[config.mk]
export PLATFORM = sky130hd
export DESIGN_NAME = sys_ctrl
export DESIGN_NICKNAME = d
export VERILOG_FILES = /design/src/rtl/sys_ctrl.sv
export SDC_FILE = /design/constraint.sdc
export NUM_CORES = 1
export LEC_CHECK = 0
export BUFFER_PORTS_ARGS = -buffer_cell sky130_fd_sc_hd__buf_2
export CORE_UTILIZATION = 40
export DETAILED_ROUTE_END_ITERATION = 8
export SLEW_MARGIN = 15
export SYNTH_ARGS = -nofsm -noshare
export SYNTH_HDL_FRONTEND = slang
export SYNTH_SLANG_ARGS = --single-unit
[constraint.sdc]
create_clock -name CLK -period 2.4 [get_ports CLK]
set_clock_uncertainty 0.2 [all_clocks]
set_input_delay 0.12 -clock CLK [delete_from_list [all_inputs] [get_ports CLK]]
set_output_delay 0.12 -clock CLK [all_outputs]
set_load 0.02 [all_outputs]
[src/rtl/sys_ctrl.sv]
// Command sequencer: parses framed RX bytes into RF writes/reads and ALU ops, returns results to TX.
// Latency: strobes (RF_WrEn/RF_RdEn/ALU_EN) 1 cycle after the triggering RX byte; TX_D_VLD 1 cycle after capture.
// Backpressure: TX_BUSY stalls the response bytes; RX bytes arriving while waiting/transmitting are dropped.
module sys_ctrl #(
    parameter int DATA_WIDTH    = 8,
    parameter int ADDR_WIDTH    = 4,
    parameter int ALU_OUT_WIDTH = 16,
    parameter int FUN_WIDTH     = 4
) (
    input  logic                     CLK,
    input  logic                     RST,
    input  logic [DATA_WIDTH-1:0]    RX_P_DATA,
    input  logic                     RX_D_VLD,
    input  logic [DATA_WIDTH-1:0]    RF_RdData,
    input  logic                     RF_RdData_Valid,
    input  logic [ALU_OUT_WIDTH-1:0] ALU_OUT,
    input  logic                     ALU_OUT_VLD,
    input  logic                     TX_BUSY,
    output logic                     RF_WrEn,
    output logic                     RF_RdEn,
    output logic [ADDR_WIDTH-1:0]    RF_Address,
    output logic [DATA_WIDTH-1:0]    RF_WrData,
    output logic                     ALU_EN,
    output logic [FUN_WIDTH-1:0]     ALU_FUN,
    output logic                     CLK_GATE_EN,
    output logic [DATA_WIDTH-1:0]    TX_P_DATA,
    output logic                     TX_D_VLD
);

    // Number of bytes an ALU result occupies on the TX side (LSB first).
    localparam int TX_BYTES = (ALU_OUT_WIDTH + DATA_WIDTH - 1) / DATA_WIDTH;
    // tx_left counts bytes still to send after the current one.
    localparam int CNT_W    = (TX_BYTES > 1) ? $clog2(TX_BYTES) : 1;

    localparam logic [DATA_WIDTH-1:0] CMD_WR     = DATA_WIDTH'(8'hAA);
    localparam logic [DATA_WIDTH-1:0] CMD_RD     = DATA_WIDTH'(8'hBB);
    localparam logic [DATA_WIDTH-1:0] CMD_ALU_OP = DATA_WIDTH'(8'hCC);
    localparam logic [DATA_WIDTH-1:0] CMD_ALU    = DATA_WIDTH'(8'hDD);

    localparam logic [ADDR_WIDTH-1:0] OPA_ADDR = ADDR_WIDTH'(0);
    localparam logic [ADDR_WIDTH-1:0] OPB_ADDR = ADDR_WIDTH'(1);

    typedef enum logic [3:0] {
        S_IDLE,
        S_WR_ADDR,
        S_WR_DATA,
        S_RD_ADDR,
        S_RD_WAIT,
        S_OP_A,
        S_OP_B,
        S_ALU_FUN,
        S_ALU_WAIT,
        S_TX_BYTE,
        S_TX_WAIT_HI,
        S_TX_WAIT_LO
    } state_t;

    state_t                   state;
    logic [ADDR_WIDTH-1:0]    wr_addr;   // address byte of a pending RF write
    logic [ALU_OUT_WIDTH-1:0] tx_buf;    // response; low byte is the next to send
    logic [CNT_W-1:0]         tx_left;   // bytes remaining after the current one

    // Single sequencer: parses RX frames, issues strobes as registered one-cycle pulses,
    // and walks the response bytes out through the TX handshake.
    always_ff @(posedge CLK or negedge RST) begin
        if (!RST) begin
            state       <= S_IDLE;
            wr_addr     <= '0;
            tx_buf      <= '0;
            tx_left     <= '0;
            RF_WrEn     <= 1'b0;
            RF_RdEn     <= 1'b0;
            RF_Address  <= '0;
            RF_WrData   <= '0;
            ALU_EN      <= 1'b0;
            ALU_FUN     <= '0;
            CLK_GATE_EN <= 1'b0;
            TX_P_DATA   <= '0;
            TX_D_VLD    <= 1'b0;
        end else begin
            // Strobes default low so every assertion lasts exactly one cycle.
            RF_WrEn  <= 1'b0;
            RF_RdEn  <= 1'b0;
            ALU_EN   <= 1'b0;
            TX_D_VLD <= 1'b0;

            case (state)
                S_IDLE: begin
                    if (RX_D_VLD) begin
                        if (RX_P_DATA == CMD_WR) begin
                            state <= S_WR_ADDR;
                        end else if (RX_P_DATA == CMD_RD) begin
                            state <= S_RD_ADDR;
                        end else if (RX_P_DATA == CMD_ALU_OP) begin
                            state <= S_OP_A;
                        end else if (RX_P_DATA == CMD_ALU) begin
                            // ALU clock must be running before the function byte arrives.
                            CLK_GATE_EN <= 1'b1;
                            state       <= S_ALU_FUN;
                        end
                        // Unknown bytes are silently discarded.
                    end
                end

                S_WR_ADDR: begin
                    if (RX_D_VLD) begin
                        wr_addr <= RX_P_DATA[ADDR_WIDTH-1:0];
                        state   <= S_WR_DATA;
                    end
                end

                S_WR_DATA: begin
                    if (RX_D_VLD) begin
                        RF_WrEn    <= 1'b1;
                        RF_Address <= wr_addr;
                        RF_WrData  <= RX_P_DATA;
                        state      <= S_IDLE;
                    end
                end

                S_RD_ADDR: begin
                    if (RX_D_VLD) begin
                        RF_RdEn    <= 1'b1;
                        RF_Address <= RX_P_DATA[ADDR_WIDTH-1:0];
                        state      <= S_RD_WAIT;
                    end
                end

                S_RD_WAIT: begin
                    if (RF_RdData_Valid) begin
                        tx_buf  <= ALU_OUT_WIDTH'(RF_RdData);
                        tx_left <= '0;
                        state   <= S_TX_BYTE;
                    end
                end

                S_OP_A: begin
                    if (RX_D_VLD) begin
                        RF_WrEn    <= 1'b1;
                        RF_Address <= OPA_ADDR;
                        RF_WrData  <= RX_P_DATA;
                        state      <= S_OP_B;
                    end
                end

                S_OP_B: begin
                    if (RX_D_VLD) begin
                        RF_WrEn     <= 1'b1;
                        RF_Address  <= OPB_ADDR;
                        RF_WrData   <= RX_P_DATA;
                        CLK_GATE_EN <= 1'b1;
                        state       <= S_ALU_FUN;
                    end
                end

                S_ALU_FUN: begin
                    if (RX_D_VLD) begin
                        ALU_EN  <= 1'b1;
                        ALU_FUN <= RX_P_DATA[FUN_WIDTH-1:0];
                        state   <= S_ALU_WAIT;
                    end
                end

                S_ALU_WAIT: begin
                    if (ALU_OUT_VLD) begin
                        tx_buf      <= ALU_OUT;
                        tx_left     <= CNT_W'(TX_BYTES - 1);
                        CLK_GATE_EN <= 1'b0;
                        state       <= S_TX_BYTE;
                    end
                end

                S_TX_BYTE: begin
                    if (!TX_BUSY) begin
                        TX_P_DATA <= tx_buf[DATA_WIDTH-1:0];
                        TX_D_VLD  <= 1'b1;
                        state     <= S_TX_WAIT_HI;
                    end
                end

                S_TX_WAIT_HI: begin
                    // Wait for the transmitter to acknowledge by raising busy.
                    if (TX_BUSY) begin
                        state <= S_TX_WAIT_LO;
                    end
                end

                S_TX_WAIT_LO: begin
                    if (!TX_BUSY) begin
                        if (tx_left != '0) begin
                            tx_buf  <= tx_buf >> DATA_WIDTH;
                            tx_left <= tx_left - CNT_W'(1);
                            state   <= S_TX_BYTE;
                        end else begin
                            state <= S_IDLE;
                        end
                    end
                end

                default: begin
                    state <= S_IDLE;
                end
            endcase
        end
    end

endmodule

== Word level (Yosys, flattened, before mapping) ==
Index checks and enable logic that the tools add are counted.

* Bits in registers: 54
* Latch bits: 0
* RAM bits: 0
* Bits in read-only memories: 0
* Input bits: 38
* Output and inout bits: 29
* Word-level logic and storage cells: 108
* Memories: 0

* $add $sub $neg: 1
* $mul: 0
* Divide/modulo/power cells: 0
* $lt $le $gt $ge: 0
* Eq/ne operators: 33
* Shift-type cells: 0
* Mux-type cells: 46
* Bitwise operators: 1
* Reductions and logical operators: 14

{| class="wikitable"
|+ Operators by type and width
! kind !! count
|-
| $mux 4 || 20
|-
| $mux 16 || 4
|-
| $pmux 16 s3 || 1
|-
| $pmux 4 s12 || 1
|-
| $ne 2x2->1 const B || 17
|-
| $eq 8x8->1 const B || 4
|-
| $mux 1 || 17
|-
| $eq 4x3->1 const B || 4
|-
| $eq 4x4->1 const B || 4
|-
| $pmux 4 s4 || 1
|-
| $reduce_and 13->1 || 1
|-
| $reduce_and 5->1 || 2
|-
| $eq 4x2->1 const B || 2
|-
| $reduce_and 2->1 || 4
|-
| $reduce_and 8->1 || 1
|-
| $pmux 1 s3 || 2
|-
| $reduce_bool 3->1 || 2
|-
| $ne 5x5->1 const B || 1
|-
| $eq 4x1->1 const B || 1
|-
| $logic_not 4->1 || 1
|-
| $reduce_and 4->1 || 1
|-
| $reduce_bool 4->1 || 1
|-
| $reduce_or 3->1 || 1
|-
| $not 1->1 || 1
|-
| $sub 1x1->1 const B || 1
|}

== Longest topological paths before layout ==
Gate-level depths: netlist of run 1.

* Word-level depth: 7
* Depth in mapped cells: 7
* Mapped depth without buffers: 5

== Worst setup path before layout of run 1 ==
OpenSTA, ideal clock, no wires.

* Path kind: register to register
* From: register state[0]
* To: register state[0]
* Library setup time: 125 ps
* Data arrival time: 1,667 ps
* Data required time: 2,075 ps
* Path slack: 408 ps
* Stages on the path, launching flop included: 7
* Buffers on the path: 1
* Period minus slack after synthesis: 1,992 ps
* Cells stage by stage: dfrtp_1 -> buf_2 -> nand2b_1 -> mux2_1 -> a211oi_1 -> or3_4 -> mux2_4

* Word-level cells in the longest chain between the ends: 3
* Elaborated cells between the ends (all ways): 27
* Classes of those cells: eq/ne (24); mux (1); reduce/logical (2)

{| class="wikitable"
|+ Ends and longest elaborated chain
! what !! line !! source
|-
| start: declaration || 58 || <nowiki>state_t state;</nowiki>
|-
| start signal: assignment || 67 || <nowiki>state <= S_IDLE;</nowiki>
|-
| start signal: assignment || 91 || <nowiki>state <= S_WR_ADDR;</nowiki>
|-
| start signal: assignment || 93 || <nowiki>state <= S_RD_ADDR;</nowiki>
|-
| $logic_not 4->1 (tied with other cells) || 87 || <nowiki>case (state)</nowiki>
|-
| $ne 5x5->1 (no source line) or $ne 2x2->1 (tied branches) || n/a ||
|-
| $reduce_and 13->1 (no source line) || n/a ||
|}

Several ways; a longest one is shown, not always the timed one.
A chain may end at the register's enable or synchronous reset.

== Worst setup path in the final report of run 1 ==
* From: register state[0]
* To: register RF_WrData[0]

* Word-level cells in the longest chain between the ends: 3
* Elaborated cells between the ends (all ways): 5
* Classes of those cells: eq/ne (3); reduce/logical (2)

{| class="wikitable"
|+ Ends and longest elaborated chain
! what !! line !! source
|-
| $eq 4x3->1 or $eq 4x2->1 (tied branches) || 87 ||
|-
| $reduce_or 3->1 (no source line) * || n/a ||
|-
| $reduce_and 2->1 (no source line) * || n/a ||
|-
| end signal: assignment || 74 || <nowiki>RF_WrData <= '0;</nowiki>
|-
| end signal: assignment || 116 || <nowiki>RF_WrData <= RX_P_DATA;</nowiki>
|-
| end signal: assignment || 141 || <nowiki>RF_WrData <= RX_P_DATA;</nowiki>
|-
| end: declaration || 22 || <nowiki>output logic [DATA_WIDTH-1:0] RF_WrData,</nowiki>
|}

Every way passes the cells marked *; elsewhere a longest branch is shown, timed or not.

==> results_dict.tcl, run 1 <==
set metrics [dict create \
    run_status "finished with violations" \
    violations "DRC" \
    syn_to_final_growth_pct 29.2 \
    dieArea_um2 7180 \
    synth_top_area_frac 0.493 \
    htree_levels 2 \
    tns_ns 0 \
    route.met2.wl_um 3220 \
    maxCapViolCount 0 \
    antenna_found_initial 0 \
    p_clk_frac 0.145 \
    diodes 0 \
    drc_errors 3 \
    final_cell_mix "buf_2, dfrtp_1, o21ai_0" \
    drt-pass1-iter-count 8 \
    synth_warnings 0 \
    synth_edf_count 0 \
    initial_core_util 0.422 \
    final_hold_viol_count 0 \
    num_rows 29 \
    rsz0062_at_grt "false" \
    cts-root-buf "clkbuf_8" \
    path_cells "buf_4 -> nand2_1 -> o21ai_0 -> and2_1 -> mux2_2" \
    clkLatencyLatePin_ns 0.30 \
    routed_wl_um 6710 \
    drt_iter0_drc 183 \
    ios 67 \
    wl_met3_um 281 \
    grt_pass1_vias 2316 \
    cp_data_required_time_ns 2.39 \
    startpoint_type "flop" \
    dpl-instance-area_um2 3200 \
    syn_area_um2 2740 \
    p_leak_nw 1.67 \
    drt-vias-per-instance 5.36 \
    worstMarginPinSlew_ns 0.654 \
    endpoint_kind "flop" \
    worstHoldPathType "primary input to flop" \
    core_um2 6490 \
    seq_power_share 0.354 \
    swShare 0.405 \
    routedWlPerCell_um 15.3 \
    peakVddDrop_uv 531 \
    ys_async_sr_fraction 1.00 \
    grt_pass1_wl_um 10900 \
    drv_slew 0 \
    critical_path_class "flop to flop" \
    cp_top_family "simple AND/OR/NAND/NOR gates" \
    setup_ws_ns 0.142 \
    seq_area_frac_synth 0.493 \
    internal-power_w 0.00253 \
    switchingPower_w 0.00172 \
    fmax_mhz 443 \
    holdWs_ns 0.0128 \
    netlist_top_cells_area "dfrtp_1, mux2_2, o21ai_0" \
    maxSlewHeadroom 0.564 \
    grt_max_degree 29 \
    place_congestion 0.900 \
    worst-path-buf-inv 1 \
    finalCritPeriodShare 0.941 \
    final_core_util 0.545 \
    setup_viol 0 \
    cts_sinks 54 \
    synth.largest_area_cell "dfrtp_1" \
    portBuffers 66 \
    design_area_um2 3540 \
    hpwl_um 4790 \
    drtAntennaViolNets 0 \
    die_height_um 84.7 \
    overflow 0 \
    cts_buffers 5 \
    critical-path-slowest-cell "dfrtp_1" \
    comb_power_share 0.501 \
    ys_ff_latch 54 \
    worstPathMaxFanout 28 \
    clock_path_buffers 2 \
    wl_met1_um 3110 \
    drive_above_1_share 0.327 \
    synth_nets 309 \
    die_width_um 84.7 \
    max_stage_delay_ns 0.49 \
    top_layer_used "met4" \
    layout_commonest_cell "buf_2" \
    cts_tree "yes" \
    ys_types 39 \
    min_period_ns 2.26 \
    vias 2348 \
    critPathArrivalTime_ns 2.25 \
    syn_inst 271 \
    p_per_area_nw_per_um2 1200 \
    fillers 590 \
    place_ws_ns 0.171 \
    nets 399 \
    grtUsageTotal 0.193 \
    clk_pin_slew_ns 0.09 \
    synth-main-ff-cell "dfrtp_1" \
    syn_area_per_cell_um2 10.1 \
]
[worst register-to-register path, stage by stage, from the launching register on]
cell     delay (ns)
dfrtp_1        0.49
buf_4          0.34
nand2_1        0.14
o21ai_0        0.14
and2_1         0.44
mux2_2         0.40
[what timing repair did]
item                                   in CTS  in global routing
hold buffers                               22                  0
buffers inserted                            0                  0
setup endpoints to repair                   0                  3
gates resized for setup                     0                  1
endpoints found under the hold margin      55                  0
[Yosys cell counts (all sizes together), types with 2 or more instances]
cell / n
a21oi: 12
inv: 12
and2: 2
o221ai: 9
o211ai: 9
mux2: 27
o21ai: 35
clkbuf: 5
buf: 13
nor2: 7
nand2: 27
dfrtp: 54
nor2b: 5
nand4bb: 2
o31a: 2
nor3: 13
and3: 2
a22o: 7
nand3: 5
a211oi: 2
xnor2: 2
nand2b: 5
a32oi: 2
a22oi: 3
[flip-flops by register name, summed over array words and instances (netlist names)]
signal	cells
RF_WrData	8
ALU_FUN	4
CLK_GATE_EN	1
TX_P_DATA	8
tx_left	1
tx_buf	16
RF_WrEn	1
RF_RdEn	1
wr_addr	4
ALU_EN	1
TX_D_VLD	1
state	4
RF_Address	4
[cell families after synthesis]
kind of cell	count (synthesis)	share of synthesized area
AOI/OAI and AO/OA	83	0.196
buffers and inverters	30	0.0461
and+or+nand+nor	73	0.138
muxes	28	0.117
xor gates and xnor gates	3	0.00960
DFF	54	0.493
[routing by layer]
layer,vias up,track usage
li1,1171,-
met1,1111,0.241
met2,58,0.339
met3,8,0.0315
met4,0,0.0647
met5,-,0
[stage by stage]
step / power (W) / std cells
finish: 0.00424 / 438
global route: 0.00456 / 438
CTS: 0.00428 / 438
detailed placement: 0.00363 / 409
global placement: 0.00359 / 409
floorplan: 0.00301 / 271
[path summary, 6_finish.rpt]
kind | slack, ns | from | depth (start not counted) | end
max reg2reg | 0.14 | state[0]$_DFFE_PN0P_ | 5 | RF_WrData[0]$_DFFE_PN0P_
min | 0.01 | TX_BUSY | 3 | TX_D_VLD$_DFF_PN0_
max | 0.14 | state[0]$_DFFE_PN0P_ | 5 | RF_WrData[0]$_DFFE_PN0P_
min in group asynchronous | 0.18 | RST | 2 | tx_buf[3]$_DFFE_PN0P_
min reg2reg | 0.28 | tx_buf[0]$_DFFE_PN0P_ | 2 | tx_buf[0]$_DFFE_PN0P_
max in group asynchronous | 1.24 | RST | 3 | wr_addr[0]$_DFFE_PN0P_
[power by group through the flow]
stage	sequential, W	combinational (W)	clock [W]
after CTS	0.00150	0.00214	0.000637
final	0.00150	0.00213	0.000614
after global routing	0.00156	0.00233	0.000669
after floorplan	0.00172	0.00129	0
after global placement	0.00151	0.00208	0
after detailed placement	0.00152	0.00210	0
[layout make-up]
cell class	instances	area, um2	share of cell area
clock buffer	6	82.6	0.0233
clock inverter	1	30.0	0.00849
inverter	12	45.0	0.0127
multi-input combinational	187	1270	0.360
sequential	54	1350	0.382
tap	77	96.3	0.0272
timing repair buffer	101	661	0.187
Power figures use the tool's default switching activity.
==> run 2, diff against run 1 <==
CORE_ASPECT_RATIO = 1.25   (was default)
PLACE_DENSITY = 0.65   (was default)
clock period = 1.9 ns   (was 2.4 ns; I/O delays follow)
==> run 2 against run 1 <==
Via count up 7.2%. Clock power up 3%. The run ends with setup timing left. Combinational power up 54%.
==> results_dict.tcl, run 2 (synthesis results as in run 1) <==
set metrics [dict create \
    reg.largest.list "tx_buf (16), RF_WrData (8), TX_P_DATA (8)" \
    final_cells 478 \
    cp_data_required_time_ns 1.90 \
    portBuffers 66 \
    cts_sinks 54 \
    path_cells "and3_4 -> o21ai_4 -> o21ai_2 -> or3_4 -> mux2_4" \
    setup_ws_ns -0.0286 \
    max_stage_delay_ns 0.47 \
    drv_slew 0 \
    htree_levels 2 \
    grtUsageTotal 0.208 \
    setup_viol 4 \
    place_congestion 0.899 \
    nets 429 \
    largest_reg_flops 16 \
    final_cell_mix "buf_2, dfrtp_1, buf_4" \
    run_status "finished with violations" \
    critical_path_class "flop to flop" \
    p_leak_nw 1.83 \
    overflow 0 \
    drc_errors 0 \
    drtAntennaViolNets 0 \
    cts-root-buf "clkbuf_8" \
    clock_path_buffers 2 \
    cp_top_family "simple AND/OR/NAND/NOR gates" \
    die_width_um 76.0 \
    antenna_found_initial 0 \
    min_period_ns 1.93 \
    cts_buffers 5 \
    worstPathMaxFanout 7 \
    dieArea_um2 7180 \
    grt_pass1_wl_um 11800 \
    dpl.cell_count 438 \
    worstHoldPathType "primary input to flop" \
    cts_tree "yes" \
    p_per_area_nw_per_um2 1500 \
    initial_core_util 0.415 \
    regMostFlops "tx_buf" \
    fmax_mhz 519 \
    syn_to_final_growth_pct 41.8 \
    layout_commonest_cell "buf_2" \
    dpl-instance-area_um2 3390 \
    critPathArrivalTime_ns 1.93 \
    final_hold_viol_count 0 \
    maxCapViolCount 0 \
    ios 67 \
    design_area_um2 3880 \
    diodes 0 \
    worstMarginPinSlew_ns 0.443 \
    finalCritPeriodShare 1.02 \
    worst-path-buf-inv 0 \
    die_height_um 94.5 \
    vias 2516 \
    routedWlPerCell_um 15.3 \
    critical-path-slowest-cell "dfrtp_2" \
    drt-pass1-iter-count 4 \
    routed_wl_um 7300 \
    peakVddDrop_uv 933 \
    core_um2 6610 \
    rsz0062_at_grt "true" \
    grt_max_degree 44 \
    hpwl_um 5120 \
    violations "setup timing" \
    startpoint_type "flop" \
    drt_iter0_drc 102 \
    clk_pin_slew_ns 0.10 \
    num_rows 33 \
    clkLatencyLatePin_ns 0.31 \
    drt-vias-per-instance 5.26 \
    grt_pass1_vias 2509 \
    drive_above_1_share 0.414 \
    endpoint_kind "flop" \
    maxSlewHeadroom 0.705 \
]
-- run 2: worst paths after layout --
kind | slack [ns] | depth (start not counted) | end | start
min in group asynchronous | 0.06 | 2 | CLK_GATE_EN$_DFFE_PN0P_ | RST
hold / removal | 0.0002 | 3 | tx_buf[7]$_DFFE_PN0P_ | RF_RdData[7]
hold reg to reg | 0.28 | 2 | tx_buf[4]$_DFFE_PN0P_ | tx_buf[4]$_DFFE_PN0P_
setup / recovery | -0.03 | 5 | state[0]$_DFFE_PN0P_ | state[0]$_DFFE_PN0P_
setup reg to reg | -0.03 | 5 | state[0]$_DFFE_PN0P_ | state[0]$_DFFE_PN0P_
max in group asynchronous | 0.81 | 3 | tx_buf[3]$_DFFE_PN0P_ | RST
-- run 2: final cells by class --
cell class | count | area [um2]
multi-input cells | 187 | 1350
well taps | 87 | 109
repair buffers | 131 | 937
inverters | 12 | 45.0
clock buffers | 5 | 68.8
fillers | 588 | 2720
flip-flops and latches | 54 | 1360
clock inverters | 2 | 13.8
-- run 2: timing repair --
action / 4_1_cts / 5_1_grt
buffers inserted: 3 / 3
hold buffers: 27 / 0
endpoints found under the setup margin: 20 / 32
endpoints found under the hold margin: 87 / 0
pin swaps: 3 / 4
gates cloned: 0 / 0
gates resized for setup: 9 / 19
-- run 2: worst reg2reg max path, delay by kind of cell, from the launching register on --
family | cells | cell delay, ns
flip-flops | 1 | 0.47
multiplexers | 1 | 0.31
AND/OR/NAND/NOR | 2 | 0.62
AO/OA/AOI/OAI | 2 | 0.23
-- run 2: layer usage --
layer | share of wire | track usage | vias to the layer above
met2 | 0.52 | 0.384 | 73
met4 | 0.021 | 0.0817 | 0
met5 | 0 | 0 | -
met1 | 0.42 | 0.246 | 1206
met3 | 0.037 | 0.0271 | 13
li1 | - | - | 1224
-- run 2: stage by stage --
stage / utilization / TNS [ns] / hold WS [ns] / worst slack, ns / total power [W]
final: 0.588 / -0.0611 / 0.000176 / -0.0286 / 0.00581
after global routing: 0.588 / -0.345 / 0.0204 / -0.0744 / 0.00621
after CTS: 0.575 / -0.0600 / 0.00570 / -0.0311 / 0.00568
after detailed placement: 0.513 / -0.509 / -0.141 / -0.141 / 0.00489
after global placement: 0.513 / -0.203 / -0.147 / -0.0872 / 0.00481
after floorplan: - / -0.0416 / -0.401 / -0.0208 / 0.00387
-- run 2: power by group --
part,internal [W],switching (W)
sequential,0.00162,0.000288
clock,0.000256,0.000375
combinational,0.00154,0.00173
